File: config.mk
export PLATFORM = sky130hd
export DESIGN_NAME = ps2_key_decoder
export DESIGN_NICKNAME = d
export VERILOG_FILES = /design/src/rtl/ps2_pkg.sv /design/src/rtl/ps2_sync_edge.sv /design/src/rtl/ps2_key_decoder.sv
export SDC_FILE = /design/constraint.sdc
export NUM_CORES = 1
export LEC_CHECK = 0
export BUFFER_PORTS_ARGS = -buffer_cell sky130_fd_sc_hd__buf_2
export CAP_MARGIN = 20
export CORE_ASPECT_RATIO = 2
export CORE_MARGIN = 3
export CORE_UTILIZATION = 50
export DETAILED_ROUTE_END_ITERATION = 10
export PLACE_DENSITY = 0.67
export SYNTH_ARGS = -nofsm -noshare
export SYNTH_HDL_FRONTEND = slang
export SYNTH_SLANG_ARGS = --single-unit
File: constraint.sdc
create_clock -name clk -period 3.1 [get_ports clk]
set_clock_uncertainty 0.2 [all_clocks]
set_input_delay 0.31 -clock clk [delete_from_list [all_inputs] [get_ports clk]]
set_output_delay 0.31 -clock clk [all_outputs]
set_load 0.02 [all_outputs]
File: src/rtl/ps2_pkg.sv
// Shared types and constants for the PS/2 keyboard decoder.
// Optional build macro PS2_GLITCH_FILTER_EN is consumed by ps2_sync_edge.
package ps2_pkg;

  localparam logic [7:0] PS2_EXT_PREFIX   = 8'hE0;
  localparam logic [7:0] PS2_BREAK_PREFIX = 8'hF0;

  typedef enum logic [1:0] {
    IDLE   = 2'd0,
    DATA   = 2'd1,
    PARITY = 2'd2,
    STOP   = 2'd3
  } ps2_rx_state_t;

  typedef struct packed {
    logic       toggle;
    logic       pressed;
    logic       extended;
    logic [7:0] code;
  } ps2_key_t;

endpackage

File: src/rtl/ps2_sync_edge.sv
// Synchronizes the raw PS/2 lines and produces a falling-edge strobe on ps2_clk.
// Define PS2_GLITCH_FILTER_EN to insert a 4-sample stability filter on the clock line.
module ps2_sync_edge #(
  parameter int SYNC_STAGES = 2
) (
  input  logic clk,
  input  logic reset_n,
  input  logic ps2_clk_in,
  input  logic ps2_data_in,
  output logic fe,
  output logic data_sync
);

  // Lines idle high, so reset to 1 to avoid a spurious edge after reset.
  logic [SYNC_STAGES-1:0] clk_sync_reg;
  logic [SYNC_STAGES-1:0] data_sync_reg;
  logic                   clk_level;
  logic                   clk_prev_reg;

  always_ff @(posedge clk or negedge reset_n) begin
    if (!reset_n) begin
      clk_sync_reg  <= '1;
      data_sync_reg <= '1;
    end else begin
      clk_sync_reg  <= {clk_sync_reg[SYNC_STAGES-2:0], ps2_clk_in};
      data_sync_reg <= {data_sync_reg[SYNC_STAGES-2:0], ps2_data_in};
    end
  end

`ifdef PS2_GLITCH_FILTER_EN
  logic       clk_filt_reg;
  logic [1:0] filt_cnt_reg;

  // Level follows the synced line only after 4 consecutive differing samples.
  always_ff @(posedge clk or negedge reset_n) begin
    if (!reset_n) begin
      clk_filt_reg <= 1'b1;
      filt_cnt_reg <= 2'd0;
    end else if (clk_sync_reg[SYNC_STAGES-1] != clk_filt_reg) begin
      if (filt_cnt_reg == 2'd3) begin
        clk_filt_reg <= clk_sync_reg[SYNC_STAGES-1];
        filt_cnt_reg <= 2'd0;
      end else begin
        filt_cnt_reg <= filt_cnt_reg + 2'd1;
      end
    end else begin
      filt_cnt_reg <= 2'd0;
    end
  end

  assign clk_level = clk_filt_reg;
`else
  assign clk_level = clk_sync_reg[SYNC_STAGES-1];
`endif

  always_ff @(posedge clk or negedge reset_n) begin
    if (!reset_n) clk_prev_reg <= 1'b1;
    else          clk_prev_reg <= clk_level;
  end

  assign fe        = clk_prev_reg & ~clk_level;
  assign data_sync = data_sync_reg[SYNC_STAGES-1];

endmodule

File: src/rtl/ps2_key_decoder.sv
// PS/2 keyboard receiver: frames bytes, folds E0/F0 prefixes into flags and
// emits the {toggle, pressed, extended, code} event word.
module ps2_key_decoder
  import ps2_pkg::*;
#(
  parameter int TIMEOUT_CYCLES = 50000,
  parameter int SYNC_STAGES    = 2
) (
  input  logic        clk,
  input  logic        reset_n,
  input  logic        ps2_clk_in,
  input  logic        ps2_data_in,
  output logic [10:0] ps2_key,
  output logic        frame_err
);

  localparam int TO_W = $clog2(TIMEOUT_CYCLES + 1);

  ps2_rx_state_t   state_reg, state_next;
  logic            fe, data_sync;
  logic [7:0]      shift_reg;
  logic [2:0]      bit_cnt_reg;
  logic            parity_reg;
  logic [TO_W-1:0] to_cnt_reg;
  logic            ext_flag_reg, brk_flag_reg;
  logic            byte_valid_reg;
  logic [7:0]      byte_reg;
  ps2_key_t        key_reg;
  logic            frame_err_reg;
  logic            timeout, frame_ok, frame_bad;

  ps2_sync_edge #(
    .SYNC_STAGES(SYNC_STAGES)
  ) u_sync (
    .clk        (clk),
    .reset_n    (reset_n),
    .ps2_clk_in (ps2_clk_in),
    .ps2_data_in(ps2_data_in),
    .fe         (fe),
    .data_sync  (data_sync)
  );

  // An edge arriving in the expiry cycle wins over the timeout.
  assign timeout = (state_reg != IDLE) && !fe &&
                   (to_cnt_reg == TO_W'(TIMEOUT_CYCLES - 1));

  always_ff @(posedge clk or negedge reset_n) begin
    if (!reset_n) state_reg <= IDLE;
    else          state_reg <= state_next;
  end

  always_comb begin
    state_next = state_reg;
    if (timeout) begin
      state_next = IDLE;
    end else if (fe) begin
      case (state_reg)
        IDLE:    if (!data_sync) state_next = DATA;
        DATA:    if (bit_cnt_reg == 3'd7) state_next = PARITY;
        PARITY:  state_next = STOP;
        STOP:    state_next = IDLE;
        default: state_next = IDLE;
      endcase
    end
  end

  always_comb begin
    frame_ok  = 1'b0;
    frame_bad = 1'b0;
    if (fe && state_reg == STOP) begin
      frame_ok  = data_sync && ((^shift_reg) ^ parity_reg);
      frame_bad = !frame_ok;
    end
  end

  always_ff @(posedge clk or negedge reset_n) begin
    if (!reset_n) begin
      shift_reg   <= 8'h00;
      bit_cnt_reg <= 3'd0;
      parity_reg  <= 1'b0;
      to_cnt_reg  <= '0;
    end else if (fe) begin
      to_cnt_reg <= '0;
      case (state_reg)
        IDLE: begin
          bit_cnt_reg <= 3'd0;
          shift_reg   <= 8'h00;
        end
        DATA: begin
          shift_reg[bit_cnt_reg] <= data_sync;
          bit_cnt_reg            <= bit_cnt_reg + 3'd1;
        end
        PARITY:  parity_reg <= data_sync;
        default: ;
      endcase
    end else if (state_reg != IDLE && !timeout) begin
      to_cnt_reg <= to_cnt_reg + 1'b1;
    end else begin
      to_cnt_reg <= '0;
    end
  end

  // Accepted byte is staged one cycle, then interpreted against the prefix flags.
  always_ff @(posedge clk or negedge reset_n) begin
    if (!reset_n) begin
      byte_valid_reg <= 1'b0;
      byte_reg       <= 8'h00;
      frame_err_reg  <= 1'b0;
      ext_flag_reg   <= 1'b0;
      brk_flag_reg   <= 1'b0;
      key_reg        <= '0;
    end else begin
      byte_valid_reg <= frame_ok;
      if (frame_ok) byte_reg <= shift_reg;
      frame_err_reg <= frame_bad | timeout;
      if (frame_bad || timeout) begin
        ext_flag_reg <= 1'b0;
        brk_flag_reg <= 1'b0;
      end else if (byte_valid_reg) begin
        if (byte_reg == PS2_EXT_PREFIX) begin
          ext_flag_reg <= 1'b1;
        end else if (byte_reg == PS2_BREAK_PREFIX) begin
          brk_flag_reg <= 1'b1;
        end else begin
          key_reg.toggle   <= ~key_reg.toggle;
          key_reg.pressed  <= ~brk_flag_reg;
          key_reg.extended <= ext_flag_reg;
          key_reg.code     <= byte_reg;
          ext_flag_reg     <= 1'b0;
          brk_flag_reg     <= 1'b0;
        end
      end
    end
  end

  assign ps2_key   = key_reg;
  assign frame_err = frame_err_reg;

endmodule

# [After elaboration in Yosys (flattened, before gate mapping)]
# Index checks and enable logic that the tools add are counted.
[word_totals] regBits=58 wordCells=85 output_inout_bits=12
[classes] mux=22 n_eq_ne=11 bitwise_logic=9 reduce_logical=22 order_cmp=2 add_sub_neg=2
[op_table] op="$mux 16" n=2
[op_table] op="$add 16x1->16 const B" n=1
[op_table] op="$eq 16x16->1 const B" n=1
[op_table] op="$eq 8x8->1 const B" n=2
[op_table] op="$pmux 8 s2" n=1
[op_table] op="$mux 1" n=11
[op_table] op="$ne 3x3->1 const B" n=3
[op_table] op="$bwmux 8" n=1
[op_table] op="$mux 2" n=4
[op_table] op="$pmux 2 s4" n=1
[op_table] op="$reduce_and 2->1" n=4
[op_table] op="$reduce_bool 2->1" n=4
[op_table] op="$reduce_xor 8->1" n=1
[op_table] op="$logic_and 1x1->1" n=6
[op_table] op="$not 1->1" n=6
[op_table] op="$pmux 3 s2" n=1
[op_table] op="$eq 2x2->1 const B" n=2
[op_table] op="$lt 3x4->1 const B" n=1
[op_table] op="$reduce_and 4->1" n=1
[op_table] op="$add 3x1->3 const B" n=1
[op_table] op="$demux 1 s3" n=1
[op_table] op="$eq 3x3->1 const B" n=1
[op_table] op="$ge 3x1->1 const B" n=1
[op_table] op="$logic_not 1->1" n=3
[op_table] op="other kinds (8)" n=8

# [Logic depth before layout (Yosys ltp)]
# Gate-level depths: netlist of the first run.
[depth] depth_word=9 mapped_depth=7

# [By module]
# From an unflattened synthesis of the first run, not the netlist that was laid out.
[unflattened] hier_cells=229 hier_area_um2=2673.8
[by_module_without_submodules] mod="ps2_key_decoder" seq_area_each_um2=1326.3 cells_per_inst=223 area_per_inst_um2=2528.7 instances=1
[by_module_without_submodules] mod="ps2_sync_edge" seq_area_each_um2=131.4 cells_per_inst=6 area_per_inst_um2=145.1 instances=1

# [Least setup slack after synthesis of the first run]
# OpenSTA, ideal clock, no wires.
[synth_path] path_type="register to register" from="reg to_cnt_reg[4]" to="reg key_reg, in the netlist ps2_key[1]" stages_incl_launch_ff=7 t_required_ps=2775 path_buffers=1 t_arrival_ps=1904 path_slack_ps=871 path_cell_list="dfrtp_1 -> or4bb_1 -> nor4_2 -> nand2_1 -> o211ai_2 -> buf_6 -> mux2_4"
[synth_via] elab_chain_len=5
[synth_lines] item="start: declaration" line="ps2_key_decoder.sv:24" text="logic [TO_W-1:0] to_cnt_reg;"
[synth_lines] item="start signal: assignment" line="ps2_key_decoder.sv:97" text="to_cnt_reg <= to_cnt_reg + 1'b1;"
[synth_lines] item="$eq 16x16->1" line="ps2_key_decoder.sv:45" text="(to_cnt_reg == TO_W'(TIMEOUT_CYCLES - 1));"
[synth_lines] item="$logic_and 1x1->1" line="ps2_key_decoder.sv:44" text="assign timeout = (state_reg != IDLE) && !fe &&"
[synth_lines] item="$logic_or 1x1->1" line="ps2_key_decoder.sv:116" text="if (frame_bad || timeout) begin"
[synth_lines] item="$not 1->1 (no source line)"
[synth_lines] item="$reduce_and 4->1 (no source line)"
[synth_lines] item="end: declaration" line="ps2_key_decoder.sv:28" text="ps2_key_t key_reg;"
# Every way passes these cells.
# A chain may end at the register's enable or synchronous reset.

# [Worst setup path in the final report of the first run]
[layout_path] from="reg shift_reg[2]" to="reg key_reg, in the netlist ps2_key[4]"
[layout_via] elab_chain_len=8
[layout_lines] item="start: declaration" line="ps2_key_decoder.sv:21" text="logic [7:0] shift_reg;"
[layout_lines] item="start signal: indexed assignment" line="ps2_key_decoder.sv:90" text="shift_reg[bit_cnt_reg] <= data_sync;"
[layout_lines] item="$reduce_xor 8->1" line="ps2_key_decoder.sv:71" text="frame_ok = data_sync && ((^shift_reg) ^ parity_reg);"
[layout_lines] item="$xor 1x1->1" line="ps2_key_decoder.sv:71"
[layout_lines] item="$logic_and 1x1->1" line="ps2_key_decoder.sv:71"
[layout_lines] item="$logic_not 1->1" line="ps2_key_decoder.sv:72" text="frame_bad = !frame_ok;"
[layout_lines] item="$mux 1" line="ps2_key_decoder.sv:70" text="if (fe && state_reg == STOP) begin"
[layout_lines] item="$logic_or 1x1->1" line="ps2_key_decoder.sv:116"
[layout_lines] item="$not 1->1 (no source line)"
[layout_lines] item="$reduce_and 4->1 (no source line)"
# Every way passes these cells.

==> summary.md, run 1 <==
| Metric | Value |
|---|---|
| Crit path kind | flip-flop to flip-flop |
| Crit-path cells | xor2_1 > xnor3_1 > mux2i_2 > o211ai_2 > buf_4 > mux2_4 |
| Adder-Cell Fraction of Synth Area | under 10% |
| Worst hold margin | ~0.15 ns |
| Final setup margin | between 0.6 and 0.7 ns |
| Status | finished clean |
| Via-to-Cell Ratio | 5.62 |
| Core area | around 5200 µm² |
| Number of antenna diodes | 0 |
| GR Util met1 | around 18% |
| Pint | 0.00148 W |
| Clock sinks | between 50 and 60 |
| CTS tree | done |
| Die span in x | 57.8 µm |
| Most frequent cell after synthesis | dfrtp_1 |
| CP arrival | 2.48 ns |
| Max Fclk | around 410 MHz |
| Area share of the largest cell type after synthesis | slightly below 50% |
| Multiplexer share of the synthesized area | under 10% |
| Syn_area_per_cell | 11.5 µm² |
| Main synth FF type | dfrtp_1 |
| All-Layer GR Usage | 18.5% |
| Synth Cell Area | around 2700 µm² |
| Antenna violations before repair | 0 |
| Ranking of synthesized cells by area | dfrtp_1 49%, dfstp_2 4.9%, mux2_2 4.6%, mux2_4 4.5%, ha_1 3.7% |
| Vias in the first global route | 1,925 |
| Routability congestion estimate | 0.830 |
| Skew-Pair Late Insertion Delay | about 0.33 ns |
| First-pass GRT wire length | ~8700 µm |
| Setup crit end kind | flip-flop |
| Placed wire-length estimate | ~3700 µm |
| Startpoint Class | flip-flop |
| CTS clk-pin slew, worst paths | 0.06 ns |
| Final design utilization | roughly three fifths |
| Max-Cap Viols | 0 |
| PD cells | 691 nW/µm² |
| Place WS | around 0.61 ns |
| Least-Margin Pin Slew | just over 0.6 ns |
| Hold Path Class | flip-flop to flip-flop |
| Routed WL | about 5000 µm |
| Main combinational cell family by area after synthesis | simple AND/OR/NAND/NOR gates |
| Netlist cell types | 43 |
| Req. time, crit path | between 3 and 4 ns |
| Final Max Slew Viols | 0 |
| Synthesized-area fraction occupied by and/or/nand/nor cells | between 10% and 20% |
| M3 GR Usage | 5.05% |
| Clock power frac | 32.5% |
| Area leader, netlist | dfrtp_1 |
| Largest net degree at the start of global routing | 47 |
| Switching part of the total | roughly 30% |
| Tcrit/Tclk final | between 70% and 80% |
| Flops & latches, synth | 58 |
| H-Tree Level Count | 3 |
| Post-synthesis compound-gate area fraction | 8.53% |
| PostCTS Resize Cnt | 0 |
| Ys Warns | 0 |
| Worst slew margin | between 50% and 60% |
| Setup_tns | 0 ns |
| IO Pins | 16 |
| Max reg flops | 16 |
| Layout cell share with drive strength beyond 1 | a little under a quarter |
| Crit-path max cell delay | approximately 0.46 ns |
| Seq/Total Area, Yosys | 54.3% |
| Async set or reset register ratio after synthesis | 100% |
| ANT nets after route | 0 |
| DRC viols | 0 |
| Sequential Power Share | 45.4% |
| Die Footprint | 6340 µm² |
| DR WL/cell | around 15 µm |
| Post-Syn Nets | 246 |
| Number of DRC markers in iteration 0 | 59 |
| DR vias | roughly 1,800 |
| GR peak layer | met2 |
| PortBufs | 15 |
| CP max FO | 7 |
| Worst vdd ir | 0.000485 V |
| CP max stage cell | xnor3_1 |
| Detailed Routing Iterations Pass 1 | 4 |
| Fillers | about 470 |
| RSZ-0062 raised after global routing | no |
| Starting density of the core | between 50% and 60% |
| Total CTS buffers | 9 |
| Top cell types by occurrence after synthesis | 53 x dfrtp_1, 24 x nor2_1, 16 x o21ai_0, 12 x inv_1, 12 x nand2_1 |
| Sw Pwr | 0.000641 W |
| Final setup violating endpoints | 0 |
| Syn Inst Count | between 200 and 250 |
| Lkg Pwr | 1.47 nW |
| Clock Path Buffers | 2 |
| Combinational power share | between 20% and 30% |
| Num rows | 37 |
| Number of synthesized flops with an enable pin | 0 |
| Nets | between 200 and 300 |
| Area grow syn2layout | 14.3% |
| GRT overflow | 0 |
| Family with the most delay on the worst path | XOR/XNOR gates |
| Endpoints failing hold | 0 |
| Min cycle time layout | around 2.5 ns |
| XOR/XNOR Fraction of Synth Area | roughly 6.2% |
| CP Buf/Inv Count | 1 |
| Met2 Track Usage GR | between 30% and 40% |
| CTS root buffer | clkbuf_8 |
| DIE HEIGHT | about 110 µm |
-- cell usage in the layout (no fill, tap or decap), types with 2 or more instances in the layout --
master,count
a31oi_1,2
dlygate4sd3_1,3
nand4_1,5
nand2b_1,4
dfstp_2,5
or3_1,4
a22o_1,2
clkbuf_1,3
mux2_4,8
nand2_1,12
nand3b_1,3
xnor3_1,2
mux2_2,11
ha_1,8
nand3_1,5
buf_4,3
clkbuf_8,11
o22ai_1,2
nor3_1,6
o21ai_0,16
nor2_1,24
and2_1,2
dfrtp_1,53
xor2_1,6
inv_1,12
buf_2,16
xnor2_1,8
o31ai_1,2
a21oi_1,9
-- metal layers --
metal	part of all wire (%)	vias up	wire length [µm]
li1	-	864	-
met2	59	28	2910
met1	35	906	1720
met5	0	-	0
met4	3.6	0	179
met3	2.8	16	140
-- kinds of logic after synthesis --
logic type               Yosys count
multiplexers                      21
XOR/XNOR                          16
AND/OR/NAND/NOR                   73
AO/OA/AOI/OAI                     38
flip-flops                        58
buffers and inverters             20
adder cells (fa/ha/maj)            8
-- worst paths after layout --
| check | startpoint | end | slack (ns) | cells past startpoint |
|---|---|---|---|---|
| max | shift_reg[2] | ps2_key[4] | 0.64 | 6 |
| min | u_sync.data_sync_reg[0] | u_sync.data_sync_reg[1] | 0.15 | 0 |
| max reg2reg | shift_reg[2] | ps2_key[4] | 0.64 | 6 |
| min reg2reg | u_sync.data_sync_reg[0] | u_sync.data_sync_reg[1] | 0.15 | 0 |
| max in group asynchronous | reset_n | u_sync.data_sync_reg[0] | 1.95 | 3 |
| min in group asynchronous | reset_n | byte_reg[6] | 0.19 | 2 |
-- metrics by stage --
step	total power [W]	instance area (µm²)	std cells
3_3_place_gp	0.00144	2820	302
3_5_place_dp	0.00144	2820	302
6_report	0.00212	3070	323
5_1_grt	0.00226	3070	323
4_1_cts	0.00215	3040	321
2_1_floorplan	0.00133	2690	234
-- layout make-up --
type                            count  area [µm²]  share of cell area, %
Sequential cell                    58        1460                   47.5
Multi-Input combinational cell    156        1140                   37.2
Clock buffer                       14         163                   5.30
Timing Repair Buffer               23         153                   4.98
Tap cell                           58        72.6                   2.37
Inverter                           12        45.0                   1.47
Clock inverter                      2        35.0                   1.14
-- power by group through the flow --
stage / Sequential, W / Clock (W) / Combinational (W)
2_1_floorplan: 0.000932 / 0 / 0.000393
3_5_place_dp: 0.000975 / 0 / 0.000469
4_1_cts: 0.000962 / 0.000711 / 0.000473
5_1_grt: 0.000979 / 0.000746 / 0.000533
3_3_place_gp: 0.000973 / 0 / 0.000464
6_report: 0.000962 / 0.000690 / 0.000469
-- repair_timing --
action | 4_1_cts | 5_1_grt
hold buffers | 3 | 0
endpoints found under the hold margin | 42 | 0
setup endpoints to repair | 0 | 0
setup buffers | 0 | 0
No activity file was read; power rests on OpenSTA's default activity.
==> run 2: changes to the inputs <==
--- a/config.mk
+++ b/config.mk
@@ -11,7 +11,7 @@
 export CORE_MARGIN = 3
 export CORE_UTILIZATION = 50
 export DETAILED_ROUTE_END_ITERATION = 10
-export PLACE_DENSITY = 0.67
+export PLACE_DENSITY = 0.69
 export SYNTH_ARGS = -nofsm -noshare
 export SYNTH_HDL_FRONTEND = slang
 export SYNTH_SLANG_ARGS = --single-unit
==> constraint.sdc (replaced) <==
create_clock -name clk -period 2.2 [get_ports clk]
set_clock_uncertainty 0.2 [all_clocks]
set_input_delay 0.22 -clock clk [delete_from_list [all_inputs] [get_ports clk]]
set_output_delay 0.22 -clock clk [all_outputs]
set_load 0.02 [all_outputs]
==> run 2 against run 1 <==
Against the previous run:
- final area up 9.3%
- largest power group unchanged
- flip-flop and latch count unchanged
- clock-buffer cell count down 1
- first-iteration DRC count unchanged
- sequential power up 40%
- via count up 4.4%
- total power up 49%
- clock power up 37%
- fmax up 6.0%
- the flow now finishes with violations (setup timing)
- combinational power up 84%
- global-route usage up 0.70 points
- die area unchanged
==> summary.md, run 2 (synthesis gave the netlist of run 1 again) <==
| Metric | Value |
|---|---|
| PortBufs | 15 (unchanged) |
| Crit-path max cell delay | 0.42 ns (-0.04 ns) |
| Layout cell share with drive strength beyond 1 | 30.8% (+7.8 points) |
| Startpoint Class | flip-flop |
| Total CTS buffers | 9 (unchanged) |
| Num rows | 37 (unchanged) |
| Nets | 296 (+8.8%) |
| GRT overflow | 0 (unchanged) |
| Vias in the first global route | 1,944 (+0.99%) |
| Crit path kind | flip-flop to flip-flop |
| Setup_tns | -1.24 ns (-1.24 ns) |
| Clock Path Buffers | 2 (unchanged) |
| Max-Cap Viols | 0 (unchanged) |
| PD cells | 941 nW/µm² (+36%) |
| Setup crit end kind | flip-flop |
| Core area | 5180 µm² (unchanged) |
| IO Pins | 16 (unchanged) |
| Largest net degree at the start of global routing | 29 (-38%) |
| CTS tree | done |
| Failing checks | setup timing |
| Clock sinks | 58 (unchanged) |
| Layout Cells excl Fill | 347 (+7.4%) |
| Final setup violating endpoints | 18 (+18) |
| Min cycle time layout | 2.32 ns (-0.139 ns) |
| Die span in x | 57.8 µm (unchanged) |
| Crit-path cells | xnor2_1 > xnor3_2 > mux2i_4 > o211ai_4 > buf_12 > mux2_4 |
| Final instance area | 3350 µm² (+9.3%) |
| RSZ-0062 raised after global routing | yes |
| DIE HEIGHT | 110 µm (unchanged) |
| CTS clk-pin slew, worst paths | 0.06 ns (about the same) |
| First-pass GRT wire length | 9080 µm (+4.1%) |
| CP max stage cell | dfrtp_1 |
| Most frequent cells in the layout | 53 x dfrtp_1, 24 x nor2_1, 22 x buf_4 |
| Req. time, crit path | 2.22 ns (-0.90 ns) |
| DRC viols | 0 (unchanged) |
| Fillers | 430 (-7.5%) |
| Via-to-Cell Ratio | 5.46 (-2.8%) |
| CTS root buffer | clkbuf_8 |
| Skew-Pair Late Insertion Delay | 0.34 ns (about the same) |
| CP max FO | 5 (-2) |
| ANT nets after route | 0 (unchanged) |
| Multi-input logic area | 1210 µm² (+5.8%) |
| Hold Path Class | input pin to async pin |
| CP arrival | 2.34 ns (-0.14 ns) |
| DR WL/cell | 15.6 µm (+1.7%) |
| Worst slew margin | 66.8% (+7.7 points) |
| Status | finished, violations left |
| Placed Cells | 325 (+7.6%) |
| Number of antenna diodes | 0 (unchanged) |
| Detailed Routing Iterations Pass 1 | 4 (unchanged) |
| Antenna violations before repair | 0 (unchanged) |
| Die Footprint | 6340 µm² (unchanged) |
| Endpoints failing hold | 0 (unchanged) |
| Dpl cell area | 3030 µm² (+7.5%) |
| Routability congestion estimate | 0.888 (+7.0%) |
| H-Tree Level Count | 3 (unchanged) |
| All-Layer GR Usage | 19.2% (+0.70 points) |
| Final design utilization | 64.7% (+5.5 points) |
| Placed wire-length estimate | 3770 µm (+3.0%) |
| Family with the most delay on the worst path | XOR/XNOR gates |
| Area grow syn2layout | 24.9% |
| CP Buf/Inv Count | 1 (unchanged) |
| DR vias | 1,894 (+4.4%) |
| Least-Margin Pin Slew | 0.495 ns (-0.118 ns) |
| Starting density of the core | 51.8% (unchanged) |
| Lkg Pwr | 1.62 nW (+10%) |
| Max reg flops | 16 (unchanged) |
| Number of DRC markers in iteration 0 | 59 (unchanged) |
| Final setup margin | -0.122 ns (-0.761 ns) |
| Final Max Slew Viols | 0 (unchanged) |
| Tcrit/Tclk final | 106% (+26 points) |
| Routed WL | 5410 µm (+9.3%) |
| Worst vdd ir | 0.000765 V (+58%) |
| Commonest non-fill, non-tap cell in the layout | dfrtp_1 |
| Sequential standard cell area | 1460 µm² (unchanged) |
| Max Fclk | 431 MHz (+6.0%) |
## run 2: changes by cell type in the layout (fill, tap and decap cells not counted), moves of 2 or more
cell    previous run  this run
buf_4              3        22
mux2_2            11         9
mux2_4             8        10
buf_6              0         2
buf_12             1         3
## run 2: stage by stage
stage	hold slack (ns)	setup slack (ns)	power [W]
floorplan	-0.276	-0.0138	0.00187
global placement	-0.0498	-0.0953	0.00211
detailed placement	-0.0384	-0.114	0.00213
CTS	0.124	-0.0898	0.00310
global route	0.153	-0.193	0.00334
finish	0.140	-0.122	0.00315
## run 2: layer usage
metal | vias to the layer above | share of wire [%] | wire [µm] | track usage, %
met4 | 0 | 2.0 | 107 | 9.45
met3 | 11 | 3.3 | 179 | 6.11
met2 | 35 | 57 | 3070 | 34.6
met5 | - | 0 | 0 | 0
li1 | 918 | - | - | -
met1 | 930 | 38 | 2050 | 19.3
## run 2: repair_timing
action,in CTS,in global routing
endpoints found under the hold margin,55,0
pin swaps,4,6
setup endpoints to repair,18,40
hold buffers,3,0
gates resized for setup,7,6
buffers inserted,1,1
cloned,1,1
## run 2: worst reg2reg max path: cells and delay by family, from the launching register on
kind                      cells  cell delay, ns
AOI/OAI and AO/OA             1            0.26
xor gates and xnor gates      2            0.65
buffers and inverters         1            0.16
DFF                           1            0.42
muxes                         2            0.51
## run 2: area by class of cell
class / instances / share of cell area, %
sequential: 58 / 43.5
clock inverter: 3 / 1.19
timing repair buffer: 46 / 11.3
clock buffer: 13 / 4.44
multi-input combinational: 157 / 36.0
inverter: 12 / 1.34
tap: 58 / 2.16
## run 2: where the power goes
part	total, W	leakage (nW)	internal [W]	switching [W]
sequential	0.00135	0.782	0.00119	0.000152
combinational	0.000861	0.745	0.000428	0.000433
clock	0.000947	0.0974	0.000551	0.000396
total	0.00315	1.62	0.00217	0.000981
## run 2: worst paths after layout
check / from / end / slack, ns / cells after the start
min in group clk: u_sync.data_sync_reg[0] / u_sync.data_sync_reg[1] / 0.16 / 0
worst min register to register: u_sync.data_sync_reg[0] / u_sync.data_sync_reg[1] / 0.16 / 0
worst min-delay path: reset_n / parity_reg / 0.14 / 2
max in group asynchronous: reset_n / u_sync.data_sync_reg[0] / 1.03 / 3
worst max register to register: parity_reg / ps2_key[3] / -0.12 / 6
worst max-delay path: parity_reg / ps2_key[3] / -0.12 / 6
